**config.mk**
```make
export PLATFORM = sky130hd
export DESIGN_NAME = priority_eval_seq
export DESIGN_NICKNAME = d
export VERILOG_FILES = /design/src/rtl/pe_pkg.sv /design/src/rtl/pe_rank.sv /design/src/rtl/priority_eval_seq.sv
export SDC_FILE = /design/constraint.sdc
export NUM_CORES = 1
export LEC_CHECK = 0
export CORE_MARGIN = 3
export CORE_UTILIZATION = 35
export CTS_CLUSTER_DIAMETER = 30
export CTS_CLUSTER_SIZE = 25
export DETAILED_ROUTE_END_ITERATION = 8
export PLACE_DENSITY = 0.67
export SLEW_MARGIN = 10
export SYNTH_ARGS = -nofsm -noshare
export SYNTH_HDL_FRONTEND = slang
export SYNTH_HIERARCHICAL = 1
export SYNTH_SLANG_ARGS = --single-unit
```
**constraint.sdc**
```tcl
create_clock -name clk -period 7.2 [get_ports clk]
set_clock_uncertainty 0.1 [all_clocks]
set_input_delay 1.08 -clock clk [delete_from_list [all_inputs] [get_ports clk]]
set_output_delay 1.08 -clock clk [all_outputs]
set_load 0.02 [all_outputs]
```
**src/rtl/pe_pkg.sv**
```systemverilog
// Shared types for the layer priority evaluator: layer entry, FSM states and
// PRAM address construction.
package pe_pkg;

  localparam int LAYER_PAL_W  = 8;
  localparam int LAYER_ADDR_W = LAYER_PAL_W + 2;
  localparam int OBJ_PAL_BASE = LAYER_PAL_W + 1;
  localparam logic [LAYER_ADDR_W-1:0] BACKDROP_ADDR = '0;

  typedef struct packed {
    logic                   valid;
    logic [1:0]             prio;
    logic                   is_obj;
    logic [2:0]             bg_no;
    logic [LAYER_PAL_W-1:0] pal;
  } layer_t;

  typedef enum logic [2:0] {
    ST_IDLE, ST_SCAN, ST_REQ0, ST_WAIT0, ST_REQ1, ST_WAIT1, ST_OUT
  } state_t;

  // OBJ palette sits in the upper half of PRAM; halfword entries, hence bit 0 = 0.
  function automatic logic [LAYER_ADDR_W-1:0] layer_addr(input layer_t l);
    logic [LAYER_ADDR_W-1:0] a;
    a = BACKDROP_ADDR;
    if (l.valid) begin
      a[OBJ_PAL_BASE]     = l.is_obj;
      a[LAYER_PAL_W:1]    = l.pal;
    end
    return a;
  endfunction

endpackage

```
**src/rtl/pe_rank.sv**
```systemverilog
// Combinational ranking: does a candidate entry displace the incumbent layer?
module pe_rank
  import pe_pkg::*;
(
  input  layer_t cand,
  input  logic   cand_en,
  input  layer_t incumbent,
  output logic   wins
);

  function automatic logic visible(input layer_t l, input logic en);
    return l.valid && en && (l.pal != '0);
  endfunction

  // Lower prio wins; on a tie OBJ beats BG, then lower BG number wins.
  function automatic logic beats(input layer_t a, input layer_t b);
    if (!visible(b, 1'b1)) return 1'b1;
    if (a.prio != b.prio) return a.prio < b.prio;
    if (a.is_obj != b.is_obj) return a.is_obj;
    return a.bg_no < b.bg_no;
  endfunction

  assign wins = visible(cand, cand_en) && beats(cand, incumbent);

endmodule

```
**src/rtl/priority_eval_seq.sv**
```systemverilog
// Per-pixel layer priority evaluator: sequentially ranks OBJ + BG entries,
// keeps the top two visible layers and fetches their colours from PRAM.
module priority_eval_seq
  import pe_pkg::*;
#(
  parameter int NUM_BG  = 4,
  parameter int PAL_W   = LAYER_PAL_W,
  parameter int PRAM_AW = PAL_W + 2
) (
  input  logic                  clk,
  input  logic                  clear,
  input  logic                  in_valid,
  output logic                  in_ready,
  input  layer_t [NUM_BG-1:0]   in_bg,
  input  layer_t                in_obj,
  input  logic   [NUM_BG:0]     in_mask,
  input  logic                  in_effects,
  output logic                  pram_req,
  output logic   [PRAM_AW-1:0]  pram_addr,
  input  logic                  pram_gnt,
  input  logic                  pram_rvalid,
  input  logic   [15:0]         pram_rdata,
  output logic                  out_valid,
  input  logic                  out_ready,
  output layer_t                out_layer0,
  output layer_t                out_layer1,
  output logic   [14:0]         out_color0,
  output logic   [14:0]         out_color1,
  output logic                  out_effects
);

  state_t                  state, state_nx;
  logic   [3:0]            cnt;
  layer_t [NUM_BG-1:0]     bg_q;
  layer_t                  obj_q;
  logic   [NUM_BG:0]       mask_q;
  logic                    eff_q;
  layer_t                  top_q, sec_q;
  logic   [14:0]           color0_q, color1_q;

  layer_t                  cand;
  logic                    cand_en;
  logic                    win_top, win_sec;
  logic [LAYER_ADDR_W-1:0] addr0, addr1;
  logic                    unused_rdata_msb;

  assign unused_rdata_msb = pram_rdata[15];
  assign addr0 = layer_addr(top_q);
  assign addr1 = layer_addr(sec_q);

  // Scan order: cnt 0 = OBJ, cnt i = BG(i-1)
  always_comb begin
    cand    = obj_q;
    cand_en = mask_q[NUM_BG];
    for (int i = 0; i < NUM_BG; i++) begin
      if (cnt == 4'(i + 1)) begin
        cand    = bg_q[i];
        cand_en = mask_q[i];
      end
    end
  end

  pe_rank u_rank_top (.cand(cand), .cand_en(cand_en), .incumbent(top_q), .wins(win_top));
  pe_rank u_rank_sec (.cand(cand), .cand_en(cand_en), .incumbent(sec_q), .wins(win_sec));

  always_ff @(posedge clk) begin
    if (clear) state <= ST_IDLE;
    else       state <= state_nx;
  end

  always_comb begin
    state_nx = state;
    case (state)
      ST_IDLE:  if (in_valid)             state_nx = ST_SCAN;
      ST_SCAN:  if (cnt == 4'(NUM_BG))    state_nx = ST_REQ0;
      ST_REQ0:  if (pram_gnt)             state_nx = ST_WAIT0;
      ST_WAIT0: if (pram_rvalid)          state_nx = (addr1 == addr0) ? ST_OUT : ST_REQ1;
      ST_REQ1:  if (pram_gnt)             state_nx = ST_WAIT1;
      ST_WAIT1: if (pram_rvalid)          state_nx = ST_OUT;
      ST_OUT:   if (out_ready)            state_nx = ST_IDLE;
      default:                            state_nx = ST_IDLE;
    endcase
  end

  always_ff @(posedge clk) begin
    if (clear) begin
      cnt      <= '0;
      bg_q     <= '0;
      obj_q    <= '0;
      mask_q   <= '0;
      eff_q    <= 1'b0;
      top_q    <= '0;
      sec_q    <= '0;
      color0_q <= '0;
      color1_q <= '0;
    end else begin
      case (state)
        ST_IDLE: if (in_valid) begin
          // Source identity comes from the port position, not the entry fields.
          for (int i = 0; i < NUM_BG; i++) begin
            bg_q[i]        <= in_bg[i];
            bg_q[i].is_obj <= 1'b0;
            bg_q[i].bg_no  <= 3'(i);
          end
          obj_q        <= in_obj;
          obj_q.is_obj <= 1'b1;
          obj_q.bg_no  <= 3'd0;
          mask_q       <= in_mask;
          eff_q        <= in_effects;
          top_q        <= '0;
          sec_q        <= '0;
          cnt          <= '0;
        end
        ST_SCAN: begin
          cnt <= cnt + 4'd1;
          if (win_top) begin
            sec_q <= top_q;
            top_q <= cand;
          end else if (win_sec) begin
            sec_q <= cand;
          end
        end
        ST_WAIT0: if (pram_rvalid) begin
          color0_q <= pram_rdata[14:0];
          if (addr1 == addr0) color1_q <= pram_rdata[14:0];
        end
        ST_WAIT1: if (pram_rvalid) color1_q <= pram_rdata[14:0];
        default: ;
      endcase
    end
  end

  assign in_ready    = (state == ST_IDLE) && !clear;
  assign out_valid   = (state == ST_OUT);
  assign pram_req    = (state == ST_REQ0) || (state == ST_REQ1);
  assign pram_addr   = (state == ST_REQ0) ? PRAM_AW'(addr0) :
                       (state == ST_REQ1) ? PRAM_AW'(addr1) : '0;
  assign out_layer0  = top_q;
  assign out_layer1  = sec_q;
  assign out_color0  = color0_q;
  assign out_color1  = color1_q;
  assign out_effects = eff_q;

endmodule
```
# After elaboration in Yosys (flattened, before gate mapping)
# Cells that the tools add are included.
[classes]
addsub = 1
n_lt_le_gt_ge = 4
n_eq_ne = 25
mux = 55
reduce_logical = 22
[op_table]
columns = ["cell", "n"]
rows = [
  ["$mux W15", 11],
  ["$pmux W15 S2", 3],
  ["$mux W1", 26],
  ["$reduce_bool A8 Y1", 3],
  ["$mux W3", 7],
  ["$pmux W3 S7", 1],
  ["$mux W10", 2],
  ["$mux W9", 2],
  ["$ne A2 B2 Y1 const B", 7],
  ["$eq A3 B3 Y1 const B", 3],
  ["$eq A9 B9 Y1", 1],
  ["$eq A4 B2 Y1 const B", 2],
  ["$pmux W4 S2", 1],
  ["$logic_and A1 B1 Y1", 7],
  ["$reduce_and A7 Y1", 1],
  ["$eq A3 B2 Y1 const B", 2],
  ["$lt A3 B3 Y1", 2],
  ["$reduce_and A2 Y1", 3],
  ["$reduce_and A3 Y1", 2],
  ["$add A4 B1 Y4 const B", 1],
  ["$eq A4 B1 Y1 const B", 1],
  ["$eq A4 B3 Y1 const B", 1],
  ["$lt A2 B2 Y1", 2],
  ["$mux W4", 1],
  ["other kinds (11)", 15],
]
[totals]
register_bits = 130
input_bits = 103
wordCells = 140

# Longest topological paths before layout
# Gate-level depths: netlist of run 1.
[logic_depth]
word_depth = 17
ltp_mapped = 20
ltp_nobuf = 16

# By module
# Netlist of run 1, hierarchy kept.
[by_module_without_submodules]
columns = ["module", "n_inst", "cells_each", "area_per_inst_um2", "seq_area_each_um2"]
rows = [
  ["priority_eval_seq", 1, 777, 5910.7, 2542.4],
  ["pe_rank", 2, 25, 173.9, 0.0],
]

# Least setup slack after synthesis of run 1
# Ideal clock, no wire load.
[synth_path]
path_kind = "register to register"
start = "register cnt[1]"
end = "register top_q (netlist bit out_layer0[11])"
setup_ps = 128
arrival_time_ps = 3477
t_required_ps = 6972
path_slack_ps = 3496
path_stages_with_launch = 19
n_path_buf = 5
synth_period_minus_slack_ps = 3704
cell_sequence = "dfxtp_1 > inv_1 > ha_1 > clkbuf_1 > clkbuf_1 > a21oi_1 > o221ai_1 > a21oi_1 > ha_1 > nand2_1 > a2111oi_2 > o31a_1 > clkbuf_1 > and3_1 > clkbuf_1 > nor2_1 > clkbuf_1 > a22oi_1 > nor2_1"
[synth_rtl]
columns = ["item", "line_no", "rtl"]
rows = [
  ["start: declaration", "priority_eval_seq.sv:33", "logic [3:0] cnt;"],
  ["start signal: assignment", "priority_eval_seq.sv:115", "cnt <= cnt + 4'd1;"],
  ["end signal: assignment", "priority_eval_seq.sv:118", "top_q <= cand;"],
  ["end: declaration", "priority_eval_seq.sv:38", "layer_t top_q, sec_q;"],
]

==> results of run 1 <==
worst max path at each step:
stage	endpoint	slack, ps	depth (start not counted)
finish	out_layer0[9]	1820	13
floorplan	out_layer0[11]	3500	18
detailed placement	out_layer0[9]	1910	13
global placement	out_layer0[8]	2000	13
CTS	out_layer0[9]	1870	13
global route	out_layer0[3]	1340	13
Yosys cell counts (all sizes together), types with 15 or more instances:
library cell / n / area (um2)
a21oi: 110 / 551
a22oi: 29 / 218
dfxtp: 127 / 2540
nor2: 52 / 195
inv: 15 / 56.3
nand2b: 41 / 257
nand2: 203 / 762
o21ai: 39 / 195
clkbuf: 54 / 203
nor2b: 16 / 100
mux2i: 16 / 160
through the flow:
step,area (um2),instances
after global routing,8490,1182
after global placement,7850,1150
final,8490,1182
after detailed placement,7850,1150
after floorplan,6280,833
after CTS,8490,1182
area by class of cell:
cell class	instances	area, um2	area share, %
Multi-Input combinational cell	626	3420	40.2
Sequential cell	127	2540	29.9
Timing Repair Buffer	157	1560	18.3
Clock buffer	21	480	5.66
Tap cell	225	282	3.31
Clock inverter	11	160	1.89
Inverter	15	56.3	0.663
sequential cells by signal, summed over array words and instances (netlist names):
register and cells:
obj_q 11, out_color1 15, out_effects 1, state 3, out_color0 15, cnt 4, bg_q 45, mask_q 5
out_layer0 14, out_layer1 14
power by group:
part / switching [W] / total [W] / internal (W)
clock: 0.000310 / 0.000923 / 0.000613
combinational: 0.000123 / 0.000216 / 0.0000932
sequential: 0.0000172 / 0.000746 / 0.000728
total: 0.000450 / 0.00188 / 0.00143
layer usage:
metal  track usage (%)  wire [um]
met5                 0          0
met3              3.92        908
met2              28.9       8420
met4              5.76        272
met1              24.9       8490
critical path: stages (launching register included):
cell and delay, ps:
dfxtp_1 400, ha_1 570, nor2b_1 750, nand2_1 120
a21o_1 200, a21oi_1 430, ha_1 240, nand2_1 90
a2111oi_2 290, o31a_1 670, and3_1 670, nor2_1 400
a22oi_1 240, nor2_1 50
cells in the final DEF, fill, tap and decap left out, types with 3 or more instances in the layout:
master / count
inv_1: 14
conb_1: 7
ha_1: 12
nor4_1: 9
clkbuf_8: 4
dfxtp_1: 127
o21ai_0: 21
bufinv_16: 4
a21oi_1: 110
o21ai_1: 18
o221ai_1: 8
nand4_1: 4
buf_4: 6
nor3_1: 12
mux2i_1: 16
clkbuf_16: 17
o221a_1: 3
xnor2_1: 5
a22o_1: 12
clkinv_2: 5
a21o_1: 10
clkdlybuf4s50_1: 151
nand2_1: 202
nor2_1: 52
and4bb_1: 3
a31oi_1: 8
nand2b_1: 41
nor2b_1: 16
a22oi_1: 29
cells by family (layout without fill, tap and decap cells):
group           Yosys count  in the layout  synth area share [%]
mux                      16             16                  2.56
xor+xnor                  7              7                 0.980
fa+ha+maj                12             12                  2.40
compound gates          232            232                  22.9
other cells               1              7                0.0599
flops                   127            127                  40.6
simple gates            352            352                  25.2
buf+inv                  80            204                  5.22
==> impl_metrics.ini, run 1 <==
[outcome]
status = complete, no violations

[clocking]
cts_resized = 0
clock_latency_ps = 410
cts_hold_buf = 0
htree_levels = 4
path_clk_slew_ps = 60
cts.path.max_buffers = 2
cts_sinks = 127
cts-root-buf = clkbuf_16
cts_tree = done
cts-buffers-inserted = 17
cts_post_setup_buffers_inserted = 0

[grt]
grtUsageTotal_pct = 18.2
grt_antenna_before_repair = 0
grt-ovfl-total = 0
grt_pass1_vias = 5525
grt_pass1_wl_um = 29200
grt_start_max_net_pins = 104

[synth]
syn_area_um2 = 6260
ys_ff_latch = 127
synth.distinct_cells = 48
synth_cells = 827
syn_avg_cell_area_um2 = 7.57
yosysSeqAreaShare_pct = 40.6
synth-edff-count = 0
async_reset_ff_share_pct = 0
synth_ff_type = dfxtp_1
yosysWarnings = 6

[cells_and_area]
nets = 1059
diodes = 0
fillers = 1778
layout-drive-gt1-share_pct = 4.70
area_growth_pct = 35.7
finalCoreUtilization_pct = 48.8

[timing]
totalNegativeSetupSlack_ps = 0
setup_ws_ps = 1820
max_freq_mhz = 186
slew_headroom_pct = 26.3
hold_slack_ps = 348
setup_viol = 0
rsz0062_at_grt = no
layout_min_cycle_time_ps = 5380
slew_viol_final = 0
hold_viol = 0
period_share_pct = 74.7
tightest_slew_ps = 1100

[hold_path]
hold_depth = 2
min_from = bg_q[42]
hold_path_class = reg -> reg
min_to = bg_q[42]

[critical_path]
arrival_ps = 5540
worstRegToRegCells = 13
critPathLaunch = cnt[0]
r2r_start = cnt[0]
worstPathRequired_ps = 7360
worst_setup_path_start_kind = register
r2r-end = out_layer0[9]
reg2reg_slack_ps = 1820
critical_path_class = reg -> reg
cp-end-kind = register
cp_max_fo = 17

[route]
drt_iter0_markers = 500
vias = 6062
ant_nets = 0
routed_wl_um = 18100
wl_per_cell_um = 15.3
via_per_inst = 5.13
drt-pass1-iter-count = 5
route.detailed.drc = 0

[place]
gp_congestion = 0.825
io_buffer_count = 152
dp_hpwl_um = 12500
place_ws_ps = 1910

[die]
core_um2 = 17400
start_util_pct = 35.9
die_x_um = 140
core.rowCount = 48
ios = 177
die_h_um = 140
die_area_um2 = 19500

[flow_run]
cap_violations = 0

[power_and_ir_drop]
leakage_nw = 3.01
finalPower_w = 0.00188
peakVddDrop_uv = 165
power.density_nw_per_um2 = 222
No activity file was read; power rests on OpenSTA's default activity.
==> inputs of run 2 (changes only) <==
PLACE_DENSITY = 0.69   (was 0.67)
clock period = 4.85 ns   (was 7.2 ns; I/O delays follow)
==> impl_metrics.ini, run 2 (synthesis gave the netlist of run 1 again) <==
[clocking]
cts_hold_buf = 0
cts_sinks = 127
cts.path.max_buffers = 2
cts_tree = done
cts-root-buf = clkbuf_16
clock_latency_ps = 420
cts_resized = 0
cts-buffers-inserted = 17
path_clk_slew_ps = 50
htree_levels = 4
cts_post_setup_buffers_inserted = 0

[critical_path]
cpPeakStageDelay_ps = 790
critical_path.top_delay_family = compound AO/OA/AOI/OAI gates
r2r_start = cnt[0]
critical_path_class = reg -> reg
cp_max_fo = 14
worst_setup_path_start_kind = register
crit_buf_inv = 1
cp-end-kind = register
crit_path_cell_trace = inv_1, ha_1, nor2b_1, o21ai_0, o221ai_1, a21oi_1, ha_1, nand2_1, o311ai_0, o31a_1, nor2b_1, a22o_1, a22oi_1, nor2_1
reg2reg_slack_ps = 720
r2r-end = out_layer1[8]
crit_path_top_delay_cell = nor2b_1
arrival_ps = 4380
worstPathRequired_ps = 5100
worstRegToRegCells = 14

[route]
wl_met3_um = 891
drt_iter0_markers = 390
wl_per_cell_um = 15.0
drt-pass1-iter-count = 5
vias = 6010
ant_nets = 0
wl_met2_um = 8120
met1_length_um = 8530
top_layer = met4
via_per_inst = 5.05
route.detailed.drc = 0
routed_wl_um = 17800

[grt]
grt-ovfl-total = 0
grt_pass1_wl_um = 29200
grt_antenna_before_repair = 0
grtUsageTotal_pct = 18.4
grt_start_max_net_pins = 87
grt_pass1_vias = 5540

[place]
gp_congestion = 0.866
placed_area_um2 = 7940
dp_hpwl_um = 12500
place_inst = 1161
io_buffer_count = 152

[cells_and_area]
diodes = 0
largest_register_ffs = 45
top_register = bg_q
area_growth_pct = 36.2
instances_no_fill = 1191
nets = 1070
layout-drive-gt1-share_pct = 5.28
mostFrequentLayoutCells = nand2_1, clkdlybuf4s50_1, dfxtp_1
final_common_cell = nand2_1
fin_area_um2 = 8520
fillers = 1789

[hold_path]
min_from = out_color0[5]
min_to = out_color0[5]
hold_depth = 2
hold_path_class = reg -> reg

[die]
start_util_pct = 35.9
die_h_um = 140
core.rowCount = 48
ios = 177
core_um2 = 17400
die_area_um2 = 19500
die_x_um = 140

[power_and_ir_drop]
clkPwrFrac_pct = 47.2
p_switching_w = 0.000648
leakage_nw = 3.05
seqPwrFrac_pct = 40.9
swShare_pct = 23.9
power.density_nw_per_um2 = 318
peakVddDrop_uv = 252
p_comb_share_pct = 11.9
internal_power_w = 0.00206

[timing]
period_share_pct = 85.2
slew_headroom_pct = 22.1
tightest_slew_ps = 1160
totalNegativeSetupSlack_ps = 0
max_freq_mhz = 242
hold_viol = 0
rsz0062_at_grt = no
slew_viol_final = 0
setup_viol = 0
layout_min_cycle_time_ps = 4130

[outcome]
status = complete, no violations

[flow_run]
cap_violations = 0
[run 2: cell count changes in the layout (fill, tap and decap cells not counted)]
cell,before,now
bufinv_16,4,3
clkbuf_1,0,3
clkinvlp_4,2,0
buf_4,6,17
clkinv_2,5,4
clkbuf_8,4,3
[run 2: through the flow]
stage	hold slack, ps	worst slack [ps]	util, %	total power, W
floorplan	331	1150	-	0.00131
global placement	339	811	45.6	0.00145
detailed placement	347	743	45.6	0.00145
CTS	354	728	48.9	0.00273
global route	369	338	48.9	0.00283
finish	351	717	48.9	0.00271
[run 2: power by group through the flow]
stage                     clock network (W)  registers, W  logic [W]
after global routing                0.00136       0.00111   0.000359
after floorplan                           0       0.00112   0.000193
final                               0.00128       0.00111   0.000323
after CTS                           0.00130       0.00111   0.000320
after global placement                    0       0.00113   0.000317
after detailed placement                  0       0.00113   0.000318
[run 2: area by class of cell]
| type | count | area (um2) | share of cell area (%) |
|---|---|---|---|
| Clock buffer | 23 | 478 | 5.61 |
| Multi-Input combinational cell | 626 | 3420 | 40.1 |
| Timing Repair Buffer | 168 | 1640 | 19.2 |
| Clock inverter | 7 | 110 | 1.29 |
| Sequential cell | 127 | 2540 | 29.8 |
| Tap cell | 225 | 282 | 3.30 |
| Inverter | 15 | 56.3 | 0.661 |
[run 2: tightest hold or removal path, delay by kind of cell, from the launching register on]
family | cells | cell delay (ps)
DFF | 1 | 300
and+or+nand+nor | 1 | 50
AOI/OAI and AO/OA | 1 | 50
[run 2: how the worst max path moves through the flow]
stage / cells after the start / to / start
detailed placement: 14 / out_layer1[8] / cnt[0]
floorplan: 18 / out_layer0[11] / cnt[1]
finish: 14 / out_layer1[8] / cnt[0]
global route: 14 / out_layer1[8] / cnt[0]
CTS: 14 / out_layer1[8] / cnt[0]
global placement: 14 / out_layer1[8] / cnt[0]
[run 2: routing by layer]
layer	track usage, %	vias up
li1	-	3083
met4	5.25	0
met3	4.74	24
met1	25.5	2754
met2	28.3	149
met5	0	-
